`src/rtl/collatz_pkg.sv`:
```
// Shared types and constants for the Collatz engine: controller states and
// the status codes reported with each result.
package collatz_pkg;

   typedef enum logic [1:0] {
      S_IDLE = 2'b00,
      S_STEP = 2'b01,
      S_DONE = 2'b10
   } state_e;

   localparam logic [1:0] ST_OK  = 2'b00;  // sequence reached 1
   localparam logic [1:0] ST_OVF = 2'b01;  // next value would not fit in W bits
   localparam logic [1:0] ST_TMO = 2'b10;  // step limit reached
   localparam logic [1:0] ST_ERR = 2'b11;  // zero seed or aborted run

endpackage

```
`src/rtl/collatz_step.sv`:
```
// One Collatz iteration: x/2 for even x, 3x+1 (or (3x+1)/2 in shortcut mode)
// for odd x. The odd branch is evaluated two bits wider than the datapath so
// that an out-of-range result is detected instead of silently truncated.
module collatz_step #(
   parameter int W        = 16,
   parameter bit SHORTCUT = 1'b0
) (
   input  logic [W-1:0] x,
   output logic [W-1:0] next,
   output logic         ovf
);

   logic [W+1:0] x_ext_s;
   logic [W+1:0] t_s;
   logic [W+1:0] cand_s;

   // Compute the wide candidate value and flag any bits above the datapath.
   always_comb begin
      x_ext_s = {2'b00, x};
      t_s     = (x_ext_s << 1) + x_ext_s + {{(W+1){1'b0}}, 1'b1};
      if (x[0]) begin
         if (SHORTCUT) begin
            cand_s = t_s >> 1;
         end else begin
            cand_s = t_s;
         end
      end else begin
         cand_s = x_ext_s >> 1;
      end
      next = cand_s[W-1:0];
      ovf  = |cand_s[W+1:W];
   end

endmodule

```
`src/rtl/collatz_engine.sv`:
```
// Collatz-sequence engine: accepts a seed over a start/busy/done handshake,
// iterates one step per clock and reports step count, peak value and status.
module collatz_engine
   import collatz_pkg::*;
#(
   parameter int W         = 16,
   parameter int SW        = 10,
   parameter int MAX_STEPS = 1000,
   parameter bit SHORTCUT  = 1'b0
) (
   input  logic          clk,
   input  logic          rst,
   input  logic          start,
   input  logic [W-1:0]  seed,
   input  logic          abort,
   output logic          busy,
   output logic          done,
   output logic [SW-1:0] steps,
   output logic [W-1:0]  peak,
   output logic [1:0]    status
);

   // The step counter must be able to hold the limit without wrapping.
   if ((MAX_STEPS < 0) || (MAX_STEPS >= (2 ** SW))) begin : g_bad_max_steps
      $error("collatz_engine: MAX_STEPS must be in [0, 2**SW)");
   end

   localparam logic [SW-1:0] MAX_S  = SW'(MAX_STEPS);
   localparam logic [W-1:0]  X_ONE  = {{(W-1){1'b0}}, 1'b1};
   localparam logic [SW-1:0] S_INC  = {{(SW-1){1'b0}}, 1'b1};

   state_e        state_q,  state_d;
   logic [W-1:0]  x_q,      x_d;
   logic [SW-1:0] steps_q,  steps_d;
   logic [W-1:0]  peak_q,   peak_d;
   logic [1:0]    status_q, status_d;
   logic          busy_q,   busy_d;
   logic          done_q,   done_d;

   logic [W-1:0]  next_s;
   logic          ovf_s;

   collatz_step #(
      .W        (W),
      .SHORTCUT (SHORTCUT)
   ) u_step (
      .x    (x_q),
      .next (next_s),
      .ovf  (ovf_s)
   );

   // Controller: next state, datapath updates and registered-output values.
   always_comb begin
      state_d  = state_q;
      x_d      = x_q;
      steps_d  = steps_q;
      peak_d   = peak_q;
      status_d = status_q;

      case (state_q)
         S_IDLE: begin
            if (start) begin
               if (seed != {W{1'b0}}) begin
                  x_d      = seed;
                  peak_d   = seed;
                  steps_d  = {SW{1'b0}};
                  status_d = ST_OK;
                  state_d  = S_STEP;
               end else begin
                  peak_d   = {W{1'b0}};
                  steps_d  = {SW{1'b0}};
                  status_d = ST_ERR;
                  state_d  = S_DONE;
               end
            end else begin
               state_d = S_IDLE;
            end
         end

         S_STEP: begin
            if (abort) begin
               status_d = ST_ERR;
               state_d  = S_DONE;
            end else if (x_q == X_ONE) begin
               status_d = ST_OK;
               state_d  = S_DONE;
            end else if (steps_q == MAX_S) begin
               status_d = ST_TMO;
               state_d  = S_DONE;
            end else if (ovf_s) begin
               // Keep x, steps and peak at the last representable value.
               status_d = ST_OVF;
               state_d  = S_DONE;
            end else begin
               x_d     = next_s;
               steps_d = steps_q + S_INC;
               if (next_s > peak_q) begin
                  peak_d = next_s;
               end else begin
                  peak_d = peak_q;
               end
            end
         end

         S_DONE: begin
            state_d = S_IDLE;
         end

         default: begin
            state_d = S_IDLE;
         end
      endcase

      busy_d = (state_d == S_STEP);
      done_d = (state_d == S_DONE);
   end

   // State and output registers; reset discards any run in progress.
   always_ff @(posedge clk) begin
      if (rst) begin
         state_q  <= S_IDLE;
         x_q      <= {W{1'b0}};
         steps_q  <= {SW{1'b0}};
         peak_q   <= {W{1'b0}};
         status_q <= ST_OK;
         busy_q   <= 1'b0;
         done_q   <= 1'b0;
      end else begin
         state_q  <= state_d;
         x_q      <= x_d;
         steps_q  <= steps_d;
         peak_q   <= peak_d;
         status_q <= status_d;
         busy_q   <= busy_d;
         done_q   <= done_d;
      end
   end

   assign busy   = busy_q;
   assign done   = done_q;
   assign steps  = steps_q;
   assign peak   = peak_q;
   assign status = status_q;

endmodule
```
`config.mk`:
```
export PLATFORM = sky130hd
export DESIGN_NAME = collatz_engine
export DESIGN_NICKNAME = d
export VERILOG_FILES = /design/src/rtl/collatz_pkg.sv /design/src/rtl/collatz_step.sv /design/src/rtl/collatz_engine.sv
export SDC_FILE = /design/constraint.sdc
export NUM_CORES = 1
export LEC_CHECK = 0
export ABC_AREA = 1
export CORE_ASPECT_RATIO = 1.2
export CORE_UTILIZATION = 50
export DETAILED_ROUTE_END_ITERATION = 10
export PLACE_DENSITY = 0.73
export SYNTH_ARGS = -nofsm -noshare
export SYNTH_HDL_FRONTEND = slang
export SYNTH_SLANG_ARGS = --single-unit
```
`constraint.sdc`:
```
create_clock -name clk -period 8.7 [get_ports clk]
set_clock_uncertainty 0.05 [all_clocks]
set_input_delay 1.74 -clock clk [delete_from_list [all_inputs] [get_ports clk]]
set_output_delay 1.74 -clock clk [all_outputs]
set_load 0.02 [all_outputs]
```
* After elaboration in Yosys (flattened, before gate mapping)
Index checks and enable logic that the tools add are counted.
** Cells by class
- Equal/unequal tests :: 13
- $lt $le $gt $ge :: 1
- Reductions and logical operators :: 8
- Add/subtract/negate cells :: 3
- Mux-type cells :: 36
** Operators with widths (count)
- $mux 16 :: 13
- $pmux 16 s2 :: 2
- $mux 10 :: 5
- $mux 2 :: 12
- $pmux 10 s2 :: 1
- $add 17x16->18 :: 1
- $add 18x1->18 const B :: 1
- $mux 18 :: 1
- $eq 16x1->1 const B :: 1
- $gt 16x16->1 :: 1
- $reduce_bool 16->1 :: 1
- $ne 2x2->1 const B :: 7
- $reduce_and 7->1 :: 2
- $add 10x1->10 const B :: 1
- $eq 10x10->1 const B :: 1
- $pmux 2 s2 :: 2
- $reduce_and 6->1 :: 1
- $ne 5x5->1 const B :: 1
- $eq 2x1->1 const B :: 2
- $reduce_and 3->1 :: 1
- $eq 2x2->1 const B :: 1
- $logic_not 2->1 :: 1
- $reduce_bool 2->1 :: 1
- $reduce_or 2->1 :: 1
** Word-level totals
- Logic and storage cells :: 68
- Register bits :: 48
- Output and inout bits :: 30
- Input bits :: 20

* Logic depth before layout (Yosys ltp)
- Depth in word-level cells :: 10
- Gate-level depth with buffers :: 26
- Depth with buffers taken out :: 25

* Hierarchy
A second synthesis with hierarchy kept.
** Unflattened totals
- Cell total of the unflattened synthesis :: 667
- Area total of the unflattened synthesis :: 3953.8 µm²
** Modules (own cells, without submodules)
- collatz_engine :: cells an instance 419, instances 1, sequential area each 960.9 µm², area each 2695.1 µm²
- collatz_step :: cells an instance 248, instances 1, sequential area each 0.0 µm², area each 1258.7 µm²

* Worst setup path after synthesis
OpenSTA, ideal clock, no wires.
- Kind :: reg-to-reg
- Start :: register x_q[0]
- End :: register peak_q[11], in the netlist peak[11]
- Cell stages (with the launch flop) :: 22
- Slack :: 5.494 ns
- Library setup time :: 0.113 ns
- Data arrival time :: 3.043 ns
- Path buffers :: 2
- Cell sequence :: dfxtp_1 buf_2 clkinv_1 ha_1 inv_1 nand4_1 nand3_1 nand2_1 nand3_1 nand3_1 and2_1 ha_1 nand2_1 nor3_1 nand2_1 a21oi_1 nand4_2 nand2_1 buf_4 nand2_1 nand2_1 nor2_1
** Between the ends
- Cells in the longest elaborated chain, start to end :: 9
- Elaborated cells between the ends (all ways) :: 16
** RTL lines
- start, declared :: line collatz_engine.sv:33 : logic [W-1:0] x_q, x_d;
- start signal, assigned :: line collatz_engine.sv:122 : x_q <= {W{1'b0}};
- parallel branches: the longest is 9 deep, another holds $add 17x16->18
- end signal, assigned :: line collatz_engine.sv:124 : peak_q <= {W{1'b0}};
- end signal, assigned :: line collatz_engine.sv:132 : peak_q <= peak_d;
- end, declared :: line collatz_engine.sv:35 : logic [W-1:0] peak_q, peak_d;
Several ways; the timed one is not identified. The select of a mux whose other input is x is not followed.
A chain may end at the register's enable or synchronous reset.

* Worst setup path after layout
Same ends and word-level chain as after synthesis.

==> impl_summary.log <==
INFO  metric dominantRegCellSynth = sky130_fd_sc_hd__dfxtp_1
INFO  metric worstSkewPairLatency = 0.32 ns
INFO  metric drtAntennaViolNets = 0
INFO  metric number_of_synthesized_flops_with_an_enable_pin = 0
INFO  metric clock_sink_count = 48
INFO  metric worstHoldPathCells = 2
INFO  metric grt_start_max_net_pins = 37
INFO  metric initial_core_util = 52.1%
INFO  metric critPathCaptureType = flop
INFO  metric synth_sequential_area_ratio = ~22%
INFO  metric fillers = 838
INFO  metric buffer_ports.inserted = 49
INFO  metric yosysUniqueCellTypes = 41
INFO  metric min-delay-path-class = reg -> reg
INFO  metric clock_tree.htree_level_count = 2
INFO  metric post_synth_most_frequent_cells = sky130_fd_sc_hd__nand2_1, sky130_fd_sc_hd__inv_1, sky130_fd_sc_hd__nor2_1, sky130_fd_sc_hd__nand3_1, sky130_fd_sc_hd__dfxtp_1
INFO  metric post_synth_instance_area = 4270 um^2
INFO  metric hold_path_end = peak[3]
INFO  metric timing.final.crit_share = 51.4%
INFO  metric drt-vias-per-instance = 5.15
INFO  metric cts_repair_resize_count = 0
INFO  metric run_status = finished, final reports clean
INFO  metric worstMarginPinSlew = 1.04 ns
INFO  metric global_route.overflow_total = 0
INFO  metric area_growth_syn_to_layout = 14.8%
INFO  metric max_freq = 0.224 GHz
INFO  metric via_count_of_the_first_global_routing_pass = 4,111
INFO  metric worstPathCellList = buf_4 -> clkinv_1 -> ha_1 -> inv_1 -> nand4_1 -> nand3_1 -> nand2_1 -> nand3_1 -> nand3_1 -> and2_1 -> ha_1 -> nand2_1 -> nor3_1 -> nand2_1 -> a21oi_1 -> nand4_2 -> nand2_1 -> nand2_1 -> nand2_1 -> nor2_1
INFO  metric required = ~8.9 ns
INFO  metric crit-reg2reg-launch = x_q[0]
INFO  metric dp.cells = roughly 850
INFO  metric area_of_placed_instances = ~4800 um^2
INFO  metric drt_wl_total = between 10,000 and 15,000 um
INFO  metric crit-reg2reg-capture = peak[11]
INFO  metric slew_viol_final = 0
INFO  metric route.vias.total = 4,438
INFO  metric synth_seq_cells = 48
INFO  metric grt.met3_usage = 5.16%
INFO  metric post_layout_total_power = 1.02 mW
INFO  metric hold_viol = 0
INFO  metric synth.top_cells.by_area = sky130_fd_sc_hd__dfxtp_1, sky130_fd_sc_hd__nand2_1, sky130_fd_sc_hd__ha_1
INFO  metric post_drt_wl_per_cell = around 13 um
INFO  metric part_of_the_power_in_combinational_logic = 56.8%
INFO  metric global_route.usage.met1 = a little under a third
INFO  metric synth_fp_nets = 774
INFO  metric path_clk_slew = ~0.1 ns
INFO  metric slew_headroom = 30.4%
INFO  metric synthesis.instances = ~700
INFO  metric max-vdd-ir-drop = 0.127 mV
INFO  metric row_count = 36
INFO  metric reg2reg_depth = 20
INFO  metric firstDrtPassIters = 5
INFO  metric final-setup-viol-count = 0
INFO  metric synthDominantAreaCellType = sky130_fd_sc_hd__dfxtp_1
INFO  metric gr-usage-met2 = 51.0%
INFO  metric worst_ep_arrival_time = around 4.6 ns
INFO  metric syn_avg_cell_area = 6.02 um^2
INFO  metric cp_slowest_stage_delay = 0.52 ns
INFO  metric num_antenna_cells = 0
INFO  metric grt_pass1_wl = 18,900 um
INFO  metric total_leakage_power = 2.53 nW
INFO  metric cts_inserted_buffers = 5
INFO  metric cap_violations = 0
INFO  metric power.sequential.fraction = 29.4%
INFO  metric clkPwrFrac = between 10% and 20%
INFO  metric hold_path_startpoint = peak[3]
INFO  metric fp.dieW = 86.4 um
INFO  metric fin_cells = around 860
INFO  metric reg2reg_setup_slack = 4.23 ns
INFO  metric internal-power = 0.542 mW
INFO  metric synth_async_sr_flop_share = 0%
INFO  metric netSwitchingFraction = 46.9%
INFO  metric ys.warnings.count = 0
INFO  metric setup_tns = 0 ns
INFO  metric period_minus_slack = 4.47 ns
INFO  metric grt-busiest-layer = met2
INFO  metric grt_antenna_before_repair = 0
INFO  metric timing.critical_path.mode_cell = sky130_fd_sc_hd__nand2_1
INFO  metric post-cts-setup-buffer-count = 0
INFO  metric synth_most_common_cell = sky130_fd_sc_hd__nand2_1
INFO  metric rsz0062_at_grt = false
INFO  metric post_route_cells_drive_above_1_share = 3.48%
INFO  metric synth_top_area_share = roughly 22%
INFO  metric largest_fanout_on_the_critical_path = 33
INFO  metric start_kind = flop
INFO  metric groute.usage.overall = between 20% and 30%
INFO  metric tritoncts_clock_tree = yes
INFO  metric io_pins = 50
INFO  metric p_sw = 0.479 mW
INFO  metric number_of_hold_buffers_added_after_cts = 0
INFO  metric clockRootBuffer = sky130_fd_sc_hd__clkbuf_8
INFO  metric die_area = approximately 8900 um^2
INFO  metric drt_drc_violations_left = 0
INFO  metric hpwl = between 9000 and 10,000 um
INFO  metric final_design_area_no_fill = 4910 um^2
INFO  metric power.density = 208 nW/um^2
INFO  metric final_nets = 811
INFO  metric drt_iter0_markers = 213
INFO  metric routabilityCongestion = around 0.91
INFO  metric cts_buffer_depth = 2
INFO  metric fp.dieH = 103 um
INFO  metric crit_type = reg -> reg
INFO  metric design.core.area = a little over 8000 um^2
INFO  metric timing.critical_path.slowest_stage_cell = sky130_fd_sc_hd__nand2_1
how the worst max path moves through the flow:
stage	startpoint	end	slack, ns	depth (start not counted)
CTS	x_q[0]	peak[13]	4.25	20
global placement	start	peak[13]	4.18	8
finish	x_q[0]	peak[11]	4.23	20
detailed placement	start	peak[13]	4.06	8
floorplan	x_q[0]	peak[11]	5.49	21
global route	x_q[0]	peak[13]	3.70	20
cell usage in the layout, fill, tap and decap left out, types with 3 or more instances in the layout:
cell type / n
sky130_fd_sc_hd__nand4_1: 8
sky130_fd_sc_hd__ha_1: 43
sky130_fd_sc_hd__mux2i_1: 3
sky130_fd_sc_hd__and2_1: 7
sky130_fd_sc_hd__nand2_1: 220
sky130_fd_sc_hd__clkdlybuf4s50_1: 49
sky130_fd_sc_hd__clkbuf_8: 5
sky130_fd_sc_hd__nand3_1: 57
sky130_fd_sc_hd__nor2_1: 98
sky130_fd_sc_hd__inv_1: 102
sky130_fd_sc_hd__o21ai_0: 5
sky130_fd_sc_hd__xnor2_1: 6
sky130_fd_sc_hd__dfxtp_1: 48
sky130_fd_sc_hd__o21bai_1: 5
sky130_fd_sc_hd__nor3_1: 5
sky130_fd_sc_hd__nand2_2: 3
sky130_fd_sc_hd__xor2_1: 4
sky130_fd_sc_hd__a21oi_1: 40
sky130_fd_sc_hd__buf_4: 3
sky130_fd_sc_hd__nor4_1: 4
power groups by stage:
stage               clock, mW  combinational, mW  sequential [mW]
floorplan                   0              0.386            0.331
global placement            0              0.565            0.304
detailed placement          0              0.576            0.306
CTS                     0.144              0.579            0.300
global route            0.152              0.658            0.307
finish                  0.140              0.580            0.300
worst max-delay path, delay by kind of cell (launching register included):
kind            cells  cell delay, ns
simple gates       14            2.38
buf+inv             3            0.76
fa+ha+maj           2            0.67
flops               1            0.32
compound gates      1            0.18
per-stage QoR:
stage	worst slack [ns]	hold slack [ns]	util (%)
2_1_floorplan	5.49	0.448	-
3_3_place_gp	4.18	0.446	58.8
3_5_place_dp	4.06	0.450	58.8
4_1_cts	4.25	0.465	59.9
5_1_grt	3.70	0.487	59.9
6_report	4.23	0.461	59.9
metal layers:
metal | vias to the layer above | part of all wire (%)
met2 | 95 | 51
met4 | 0 | 2.8
li1 | 2304 | -
met3 | 23 | 4.8
met5 | - | 0
met1 | 2016 | 42
flip-flops by register name, indices dropped and copies added (netlist names):
register and count:
status 2, state_q 2, steps 10, x_q 16, busy 1, done 1, peak 16
cell families after synthesis:
group | count (synthesis) | synth area share (%)
flip-flops | 48 | 22.5
AO/OA/AOI/OAI | 62 | 8.17
buffers and inverters | 128 | 11.9
AND/OR/NAND/NOR | 415 | 41.6
XOR/XNOR | 10 | 2.05
adder cells (fa/ha/maj) | 44 | 13.1
multiplexers | 3 | 0.703
area by class of cell:
| type | count | area (um^2) | share of cell area [%] |
|---|---|---|---|
| multi-input cells | 534 | 2800 | 57.1 |
| well taps | 114 | 143 | 2.91 |
| clock inverters | 3 | 21.3 | 0.433 |
| flip-flops and latches | 48 | 961 | 19.6 |
| repair buffers | 52 | 513 | 10.5 |
| inverters | 106 | 398 | 8.11 |
| clock buffers | 5 | 68.8 | 1.40 |
Power figures use the tool's default switching activity.
